File: src/rtl/dmem_dma.sv
// Data-memory block copier: reads one word, writes it, repeats in ascending order.
// Optional running checksum of the copied words is enabled by DMEM_DMA_CSUM_EN.
module dmem_dma #(
    parameter int D = 8,
    parameter int A = 8
) (
    input  logic         clk,
    input  logic         rst,
    input  logic         start,
    input  logic [A-1:0] src,
    input  logic [A-1:0] dst,
    input  logic [A:0]   len,
    output logic [A-1:0] dmem_addr,
    output logic [D-1:0] dmem_in,
    output logic         dmem_en,
    input  logic [D-1:0] dmem_out,
    output logic         busy,
`ifdef DMEM_DMA_CSUM_EN
    output logic [D-1:0] csum,
`endif
    output logic         done
);

    typedef enum logic [1:0] {
        S_IDLE,
        S_READ,
        S_WRITE,
        S_DONE
    } state_t;

    state_t       state_reg, state_next;
    logic [A-1:0] src_reg, src_next;
    logic [A-1:0] dst_reg, dst_next;
    logic [A:0]   len_reg, len_next;
    logic [A:0]   idx_reg, idx_next;
    logic [D-1:0] word_reg, word_next;
    logic [A:0]   idx_inc;

    logic [A-1:0] addr_reg, addr_next;
    logic [D-1:0] in_reg, in_next;
    logic         en_reg, en_next;
    logic         busy_reg, busy_next;
    logic         done_reg, done_next;

    assign idx_inc = idx_reg + {{A{1'b0}}, 1'b1};

    always_comb begin
        state_next = state_reg;
        src_next   = src_reg;
        dst_next   = dst_reg;
        len_next   = len_reg;
        idx_next   = idx_reg;
        word_next  = word_reg;
        case (state_reg)
            S_IDLE: begin
                if (start) begin
                    src_next   = src;
                    dst_next   = dst;
                    len_next   = len;
                    idx_next   = '0;
                    state_next = (len == '0) ? S_DONE : S_READ;
                end
            end
            S_READ: begin
                word_next  = dmem_out;
                state_next = S_WRITE;
            end
            S_WRITE: begin
                idx_next   = idx_inc;
                state_next = (idx_inc == len_reg) ? S_DONE : S_READ;
            end
            S_DONE: begin
                state_next = S_IDLE;
            end
            default: begin
                state_next = S_IDLE;
            end
        endcase
    end

    // Outputs are decoded from the upcoming state so they are registered and
    // stay stable for the whole cycle they belong to.
    always_comb begin
        addr_next = '0;
        in_next   = '0;
        en_next   = 1'b0;
        busy_next = 1'b0;
        done_next = 1'b0;
        case (state_next)
            S_READ: begin
                busy_next = 1'b1;
                addr_next = src_next + idx_next[A-1:0];
            end
            S_WRITE: begin
                busy_next = 1'b1;
                en_next   = 1'b1;
                addr_next = dst_next + idx_next[A-1:0];
                in_next   = word_next;
            end
            S_DONE: begin
                done_next = 1'b1;
            end
            default: begin
                done_next = 1'b0;
            end
        endcase
    end

    always_ff @(posedge clk) begin
        if (rst) begin
            state_reg <= S_IDLE;
            src_reg   <= '0;
            dst_reg   <= '0;
            len_reg   <= '0;
            idx_reg   <= '0;
            word_reg  <= '0;
            addr_reg  <= '0;
            in_reg    <= '0;
            en_reg    <= 1'b0;
            busy_reg  <= 1'b0;
            done_reg  <= 1'b0;
        end else begin
            state_reg <= state_next;
            src_reg   <= src_next;
            dst_reg   <= dst_next;
            len_reg   <= len_next;
            idx_reg   <= idx_next;
            word_reg  <= word_next;
            addr_reg  <= addr_next;
            in_reg    <= in_next;
            en_reg    <= en_next;
            busy_reg  <= busy_next;
            done_reg  <= done_next;
        end
    end

    assign dmem_addr = addr_reg;
    assign dmem_in   = in_reg;
    assign dmem_en   = en_reg;
    assign busy      = busy_reg;
    assign done      = done_reg;

`ifdef DMEM_DMA_CSUM_EN
    logic [D-1:0] csum_reg;

    // word_reg holds the word being written throughout each WRITE cycle.
    always_ff @(posedge clk) begin
        if (rst) begin
            csum_reg <= '0;
        end else if (state_reg == S_IDLE && start) begin
            csum_reg <= '0;
        end else if (state_reg == S_WRITE) begin
            csum_reg <= csum_reg + word_reg;
        end
    end

    assign csum = csum_reg;
`endif

endmodule

File: config.mk
export PLATFORM = sky130hd
export DESIGN_NAME = dmem_dma
export DESIGN_NICKNAME = d
export VERILOG_FILES = /design/src/rtl/dmem_dma.sv
export SDC_FILE = /design/constraint.sdc
export NUM_CORES = 1
export LEC_CHECK = 0
export BUFFER_PORTS_ARGS = -buffer_cell sky130_fd_sc_hd__buf_4
export CORE_ASPECT_RATIO = 0.7
export CORE_MARGIN = 3
export CORE_UTILIZATION = 50
export DETAILED_ROUTE_END_ITERATION = 6
export PLACE_DENSITY = 0.79
export SYNTH_ARGS = -nofsm -noshare
export SYNTH_HDL_FRONTEND = slang
export SYNTH_SLANG_ARGS = --single-unit
File: constraint.sdc
create_clock -name clk -period 3.8 [get_ports clk]
set_input_delay 0.76 -clock clk [delete_from_list [all_inputs] [get_ports clk]]
set_output_delay 0.76 -clock clk [all_outputs]
set_load 0.1 [all_outputs]
==> qor.yml, run 1 <==
logic_synthesis:
  ys_top_cells_by_area: "dfxtp_1, nand2_1, a21oi_1, xnor2_1, ha_1"
  synth_flop_cell: "dfxtp_1"
  ys_warn_count: 0
  yosys.area.top_type: "dfxtp_1"
  ys_seq_area_frac: 0.426
  syn_nets: 353
  postSynth.asyncResetShare: 0
  synth-edff-count: 0
  yosysTopAreaCellShare: 0.426
  ys_types: 46
  synth_seq_cells: 55
  synthCells: 307
  syn_area_sq_mm: 0.00258
  avgSynthCellArea_sq_um: 8.41
drt:
  first_pass_iters: 4
  drtIter0Drc: 68
  wl_mm: 5.93
  drc: 0
  via_per_inst: 5.26
  drt-wirelength-per-cell_microns: 14.1
  antenna_left: 0
  via_count: 2216
worst_setup_path:
  reg2reg_to: "dmem_addr[6]$_SDFF_PP0_"
  end_kind: "register"
  r2r_slack_ns: 0.92
  cp_top_family: "compound AO/OA/AOI/OAI gates"
  cp-start-kind: "input port"
  cp_slowest_cell: "fa_1"
  reg2reg_from: "state_reg[0]$_SDFF_PP0_"
  r2r_cells: 12
  setup.worst_path.class: "input port to register"
  cpPeakStageDelay_ns: 0.42
  path_cells: "buf_4 -> nor3b_2 -> buf_4 -> nand2_1 -> o21ai_0 -> ha_1 -> fa_1 -> a21o_1 -> a21oi_1 -> o21bai_1 -> a21oi_1 -> xor2_1 -> nor2_1"
  worstPathRequired_ns: 4.00
  critPathMaxFanout: 27
  worstPathArrival_ns: 3.12
  worst-path-buf-inv: 2
clock_tree:
  root_buffer: "clkbuf_8"
  post_cts_buffers: 0
  clk_latency_ns: 0.31
  htreeDepth: 2
  post_cts_resized: 0
  clockBufferDepth: 2
  clk_pin_slew_ns: 0.10
  cts_buffers: 5
  numClockSinks: 55
  cts_tree: "done"
  hold_buffers: 0
floorplanning:
  die_x_microns: 91.9
  rows: 21
  fp.coreArea_sq_mm: 0.00489
  start_util: 0.528
  die-area_sq_mm: 0.00608
  num_io_pins: 55
  die-height_microns: 66.1
global_route:
  grt_pass1_vias: 2070
  track_usage: 0.202
  antenna_found_initial: 0
  grt_max_degree: 40
  grt-ovfl-total: 0
  grt_pass1_wl_mm: 9.72
cells_and_area:
  layout.cells.non_filler: 421
  area_growth_pct: 19.6
  nets: 397
  final_layout_size_suffix_gt1_frac: 0.196
  insertedDiodeCount: 0
sta:
  period_needed_ns: 2.92
  setup_viol: 0
  rsz0062_at_grt: "false"
  slew_viol_final: 0
  skew_ns: 0.00557
  fmax_ghz: 0.343
  tns_ns: 0
  slew_headroom: 0.648
  worst_pin_slew_ns: 0.529
  hold_violations: 0
  hold-worst-slack_ns: 0.458
  fin_crit_sh: 0.768
  setup_ws_ns: 0.882
worst_hold_path:
  min_to: "src_reg[6]$_SDFF_PP0_"
  worstHoldStart: "src_reg[6]$_SDFF_PP0_"
  hp-class: "register to register"
  whs_path_depth: 2
placed_design:
  port_buffers: 54
  pre_cts_ws_ns: 0.584
  gp_congestion: 0.864
  placed_cells: 413
  dpl.hpwl_mm: 4.44
power_and_ir_drop:
  switching_share: 0.313
  power_frac_comb: 0.201
  intPower_w: 0.000814
  p_seq_frac: 0.525
  p_switching_w: 0.000370
  clkPwrFrac: 0.275
  power.leakage_nw: 1.31
  powerDensity_mw_per_mm2: 384
  peakVddDrop_mv: 0.241
job:
  drv_cap: 0
outcome:
  status: "finished, final reports clean"
worst reg2reg max path, stage by stage (launching register included):
cell and delay [ns]:
dfxtp_1 0.53, nor2b_1 0.20, buf_4 0.19, mux2i_1 0.20, o21ai_0 0.09, ha_1 0.24
fa_1 0.42, a21o_1 0.17, a21oi_1 0.22, o21bai_1 0.11, a21oi_1 0.18, xor2_1 0.17
nor2_1 0.05
synthesized netlist by cell type (5+ instances only):
library cell,number
nand2_1,60
xnor2_1,14
nor2_1,14
inv_1,7
mux2i_1,6
nand3_1,5
ha_1,9
o21ai_0,16
xor2_1,5
a21o_1,5
dfxtp_1,55
and2_1,10
a21oi_1,30
nor2b_1,10
clkbuf_1,13
power groups by stage:
stage / registers, W / clock network [W] / logic [W]
global placement: 0.000634 / 0 / 0.000232
global route: 0.000625 / 0.000357 / 0.000257
finish: 0.000622 / 0.000325 / 0.000238
floorplan: 0.000697 / 0 / 0.000104
CTS: 0.000622 / 0.000330 / 0.000238
detailed placement: 0.000635 / 0 / 0.000237
cell usage in the layout (no fill, tap or decap), drive strengths merged, types with 4 or more instances in the layout:
cell type  Yosys  layout
a21o           5       5
a21oi         30      30
and2          10      10
buf            6      56
clkbuf        13       5
dfxtp         55      55
ha             9       9
inv            7       7
mux2i          6       6
nand2         60      60
nand2b         4       4
nand3          5       5
nand4          4       4
nor2          14      14
nor2b         11      11
o21ai         17      17
xnor2         14      14
xor2           5       5
metal layers:
layer / GRT usage / part of all wire
met3: 0.0398 / 0.058
met2: 0.305 / 0.44
met5: 0 / 0
met4: 0.0611 / 0.011
met1: 0.291 / 0.49
how the worst max path moves through the flow:
| stage | start | end | slack [ns] | depth (start not counted) |
|---|---|---|---|---|
| after floorplan | start | dmem_addr[6]$_SDFF_PP0_ | 0.90 | 11 |
| after global placement | start | dmem_addr[6]$_SDFF_PP0_ | 0.68 | 13 |
| after detailed placement | start | dmem_addr[6]$_SDFF_PP0_ | 0.58 | 13 |
| after CTS | start | dmem_addr[6]$_SDFF_PP0_ | 0.91 | 13 |
| after global routing | state_reg[0]$_SDFF_PP0_ | dmem_addr[7]$_SDFF_PP0_ | 0.66 | 10 |
| final | start | dmem_addr[6]$_SDFF_PP0_ | 0.88 | 13 |
cell families (layout without fill, tap and decap cells):
| group | Yosys count | after routing | share of synthesized area |
|---|---|---|---|
| xor gates and xnor gates | 19 | 19 | 0.0644 |
| buffers and inverters | 26 | 71 | 0.0451 |
| adders and majority gates | 10 | 10 | 0.0514 |
| and+or+nand+nor | 118 | 118 | 0.218 |
| AOI/OAI and AO/OA | 73 | 73 | 0.172 |
| muxes | 6 | 6 | 0.0233 |
| DFF | 55 | 55 | 0.426 |
through the flow:
step	power, W	utilization	cell area (sq um)
6_report	0.00118	0.632	3090
3_5_place_dp	0.000872	0.614	3000
5_1_grt	0.00124	0.632	3090
2_1_floorplan	0.000800	-	2580
4_1_cts	0.00119	0.632	3090
3_3_place_gp	0.000867	0.614	3000
layout make-up:
class,instances,area (sq um)
Clock buffer,5,68.8
Clock inverter,3,20.0
Fill cell,449,1800
Inverter,7,26.3
Multi-Input combinational cell,226,1370
Sequential cell,55,1100
Tap cell,69,86.3
Timing Repair Buffer,56,420
Power figures use the tool's default switching activity.
==> run 2, diff against run 1 <==
- clock period: 3.8 -> 2.87 ns (I/O delays scaled with it)
==> qor.yml, run 2 (same netlist as run 1, synthesis figures left out) <==
worst_setup_path:
  end_kind: "register"
  setup.worst_path.class: "register to register"
  cp-start-kind: "register"
  worstPathRequired_ns: 3.07  # -0.93 ns
  reg2reg_to: "dmem_addr[6]$_SDFF_PP0_"
  path_cells: "buf_4 -> o21bai_2 -> nand2_1 -> o21ai_0 -> ha_1 -> fa_1 -> a21o_1 -> a21oi_1 -> o21bai_1 -> a21oi_1 -> xor2_1 -> nor2_1"
  cp_top_family: "compound AO/OA/AOI/OAI gates"
  cp_common_cell: "a21oi_1"
  cpPeakStageDelay_ns: 0.39  # -0.03 ns
  worstPathArrival_ns: 2.82  # -0.30 ns
  worst-path-buf-inv: 1  # -1
  cp_slowest_cell: "fa_1"
  r2r_slack_ns: 0.25  # -0.67 ns
  startpoint: "state_reg[0]$_SDFF_PP0_"
  reg2reg_from: "state_reg[0]$_SDFF_PP0_"
  critPathMaxFanout: 7  # -74%
  r2r_cells: 12  # unchanged
sta:
  rsz0062_at_grt: "false"
  slew_headroom: 0.648  # +0.000727
  setup_viol: 0  # unchanged
  hold_violations: 0  # unchanged
  tns_ns: 0  # unchanged
  slew_viol_final: 0  # unchanged
  period_needed_ns: 2.62
  worst_pin_slew_ns: 0.528  # -0.00109 ns
  fin_crit_sh: 0.913
  skew_ns: 0.00836  # +0.00279 ns
  fmax_ghz: 0.382
floorplanning:
  rows: 21  # unchanged
  die-area_sq_mm: 0.00608  # unchanged
  num_io_pins: 55  # unchanged
  start_util: 0.528  # unchanged
  fp.coreArea_sq_mm: 0.00489  # unchanged
  die-height_microns: 66.1  # unchanged
  die_x_microns: 91.9  # unchanged
drt:
  drt-wirelength-per-cell_microns: 13.7  # -2.9%
  drc: 0  # unchanged
  wl_mm: 5.89  # -0.61%
  drtIter0Drc: 131  # +93%
  via_count: 2236  # +0.90%
  first_pass_iters: 4  # unchanged
  via_per_inst: 5.19  # -1.4%
  antenna_left: 0  # unchanged
cells_and_area:
  nFillCells: 437  # -2.7%
  area_growth_pct: 22.4
  final_layout_size_suffix_gt1_frac: 0.218  # +0.0222
  final_common_cell: "buf_4"
  layout_common_cells: "buf_4, nand2_1, dfxtp_1, a21oi_1, o21ai_0"
  nets: 407  # +2.5%
  multi_input_area_sq_mm: 0.00137  # unchanged
  seq_area_sq_mm: 0.00110  # +0.11%
  insertedDiodeCount: 0  # unchanged
  layout.cells.non_filler: 431  # +2.4%
outcome:
  status: "finished, final reports clean"
power_and_ir_drop:
  power.leakage_nw: 1.36  # +3.9%
  powerDensity_mw_per_mm2: 494  # +29%
  peakVddDrop_mv: 0.283  # +18%
worst_hold_path:
  min_to: "dmem_in[3]$_SDFF_PP0_"
  worstHoldStart: "dmem_out[3]"
  hp-class: "input port to register"
  whs_path_depth: 2  # unchanged
clock_tree:
  cts_buffers: 5  # unchanged
  clk_pin_slew_ns: 0.10  # about the same
  clockBufferDepth: 2  # unchanged
  clk_latency_ns: 0.30  # about the same
  root_buffer: "clkbuf_8"
  numClockSinks: 55  # unchanged
  post_cts_buffers: 0  # unchanged
  hold_buffers: 0  # unchanged
  htreeDepth: 2  # unchanged
  cts_tree: "done"
global_route:
  grt-ovfl-total: 0  # unchanged
  grt_max_degree: 40  # unchanged
  grt_pass1_vias: 2062  # -0.39%
  track_usage: 0.201  # -0.000397
  grt_pass1_wl_mm: 9.76  # +0.42%
  antenna_found_initial: 0  # unchanged
placed_design:
  port_buffers: 54  # unchanged
  gp_congestion: 0.867  # +0.34%
  placed_cells: 423  # +2.4%
  dpl.hpwl_mm: 4.56  # +2.7%
job:
  drv_cap: 0  # unchanged
run 2: cell types whose count changed in the layout (fill, tap and decap cells not counted):
cell / delta
clkinvlp_4: -1
buf_4: +10
dfxtp_1: -1
clkbuf_1: +1
dfxtp_2: +1
run 2: power breakdown:
part	switching [W]	internal, W	leakage (nW)
Clock	0.000244	0.000171	0.0412
Combinational	0.000209	0.000117	0.874
Sequential	0.0000212	0.000800	0.449
Total	0.000474	0.00109	1.36
run 2: worst reg2reg max path: cells and delay by family (launching register included):
family | cells | cell delay (ns)
AO/OA/AOI/OAI | 6 | 1.03
XOR/XNOR | 1 | 0.15
adder cells (fa/ha/maj) | 2 | 0.67
buffers and inverters | 1 | 0.17
flip-flops | 1 | 0.37
AND/OR/NAND/NOR | 2 | 0.14
run 2: worst max path at each step:
stage | to | slack [ns] | cells after the start
floorplan | dmem_addr[6]$_SDFF_PP0_ | 0.16 | 11
global placement | dmem_addr[7]$_SDFF_PP0_ | 0.15 | 10
detailed placement | dmem_addr[7]$_SDFF_PP0_ | 0.05 | 10
CTS | dmem_addr[7]$_SDFF_PP0_ | 0.16 | 10
global route | dmem_addr[7]$_SDFF_PP0_ | 0.02 | 10
finish | dmem_addr[6]$_SDFF_PP0_ | 0.25 | 12
run 2: layer usage:
layer / GRT usage / vias up / part of all wire
met5: 0 / - / 0
met4: 0.0315 / 0 / 0.0029
met3: 0.0455 / 4 / 0.048
met2: 0.321 / 47 / 0.46
met1: 0.285 / 1035 / 0.49
li1: - / 1150 / -
run 2: what timing repair did:
item                       in CTS  in global routing
setup endpoints to repair       0                  1
hold endpoints to repair        0                  0
resized for setup               0                  1
run 2: layout make-up:
| cell class | instances | area share |
|---|---|---|
| clock inverters | 2 | 0.00396 |
| repair buffers | 66 | 0.157 |
| multi-input cells | 226 | 0.432 |
| clock buffers | 6 | 0.0230 |
| well taps | 69 | 0.0273 |
| flip-flops and latches | 55 | 0.349 |
| inverters | 7 | 0.00831 |
run 2: through the flow:
stage | cell area [sq um] | hold WS (ns) | total power (W) | setup slack (ns) | util
CTS | 3160 | 0.463 | 0.00157 | 0.165 | 0.646
finish | 3160 | 0.466 | 0.00156 | 0.250 | 0.647
global route | 3160 | 0.459 | 0.00164 | 0.0222 | 0.647
detailed placement | 3070 | 0.452 | 0.00117 | 0.0498 | 0.629
global placement | 3070 | 0.442 | 0.00116 | 0.150 | 0.629
floorplan | 2580 | 0.433 | 0.00106 | 0.160 | -
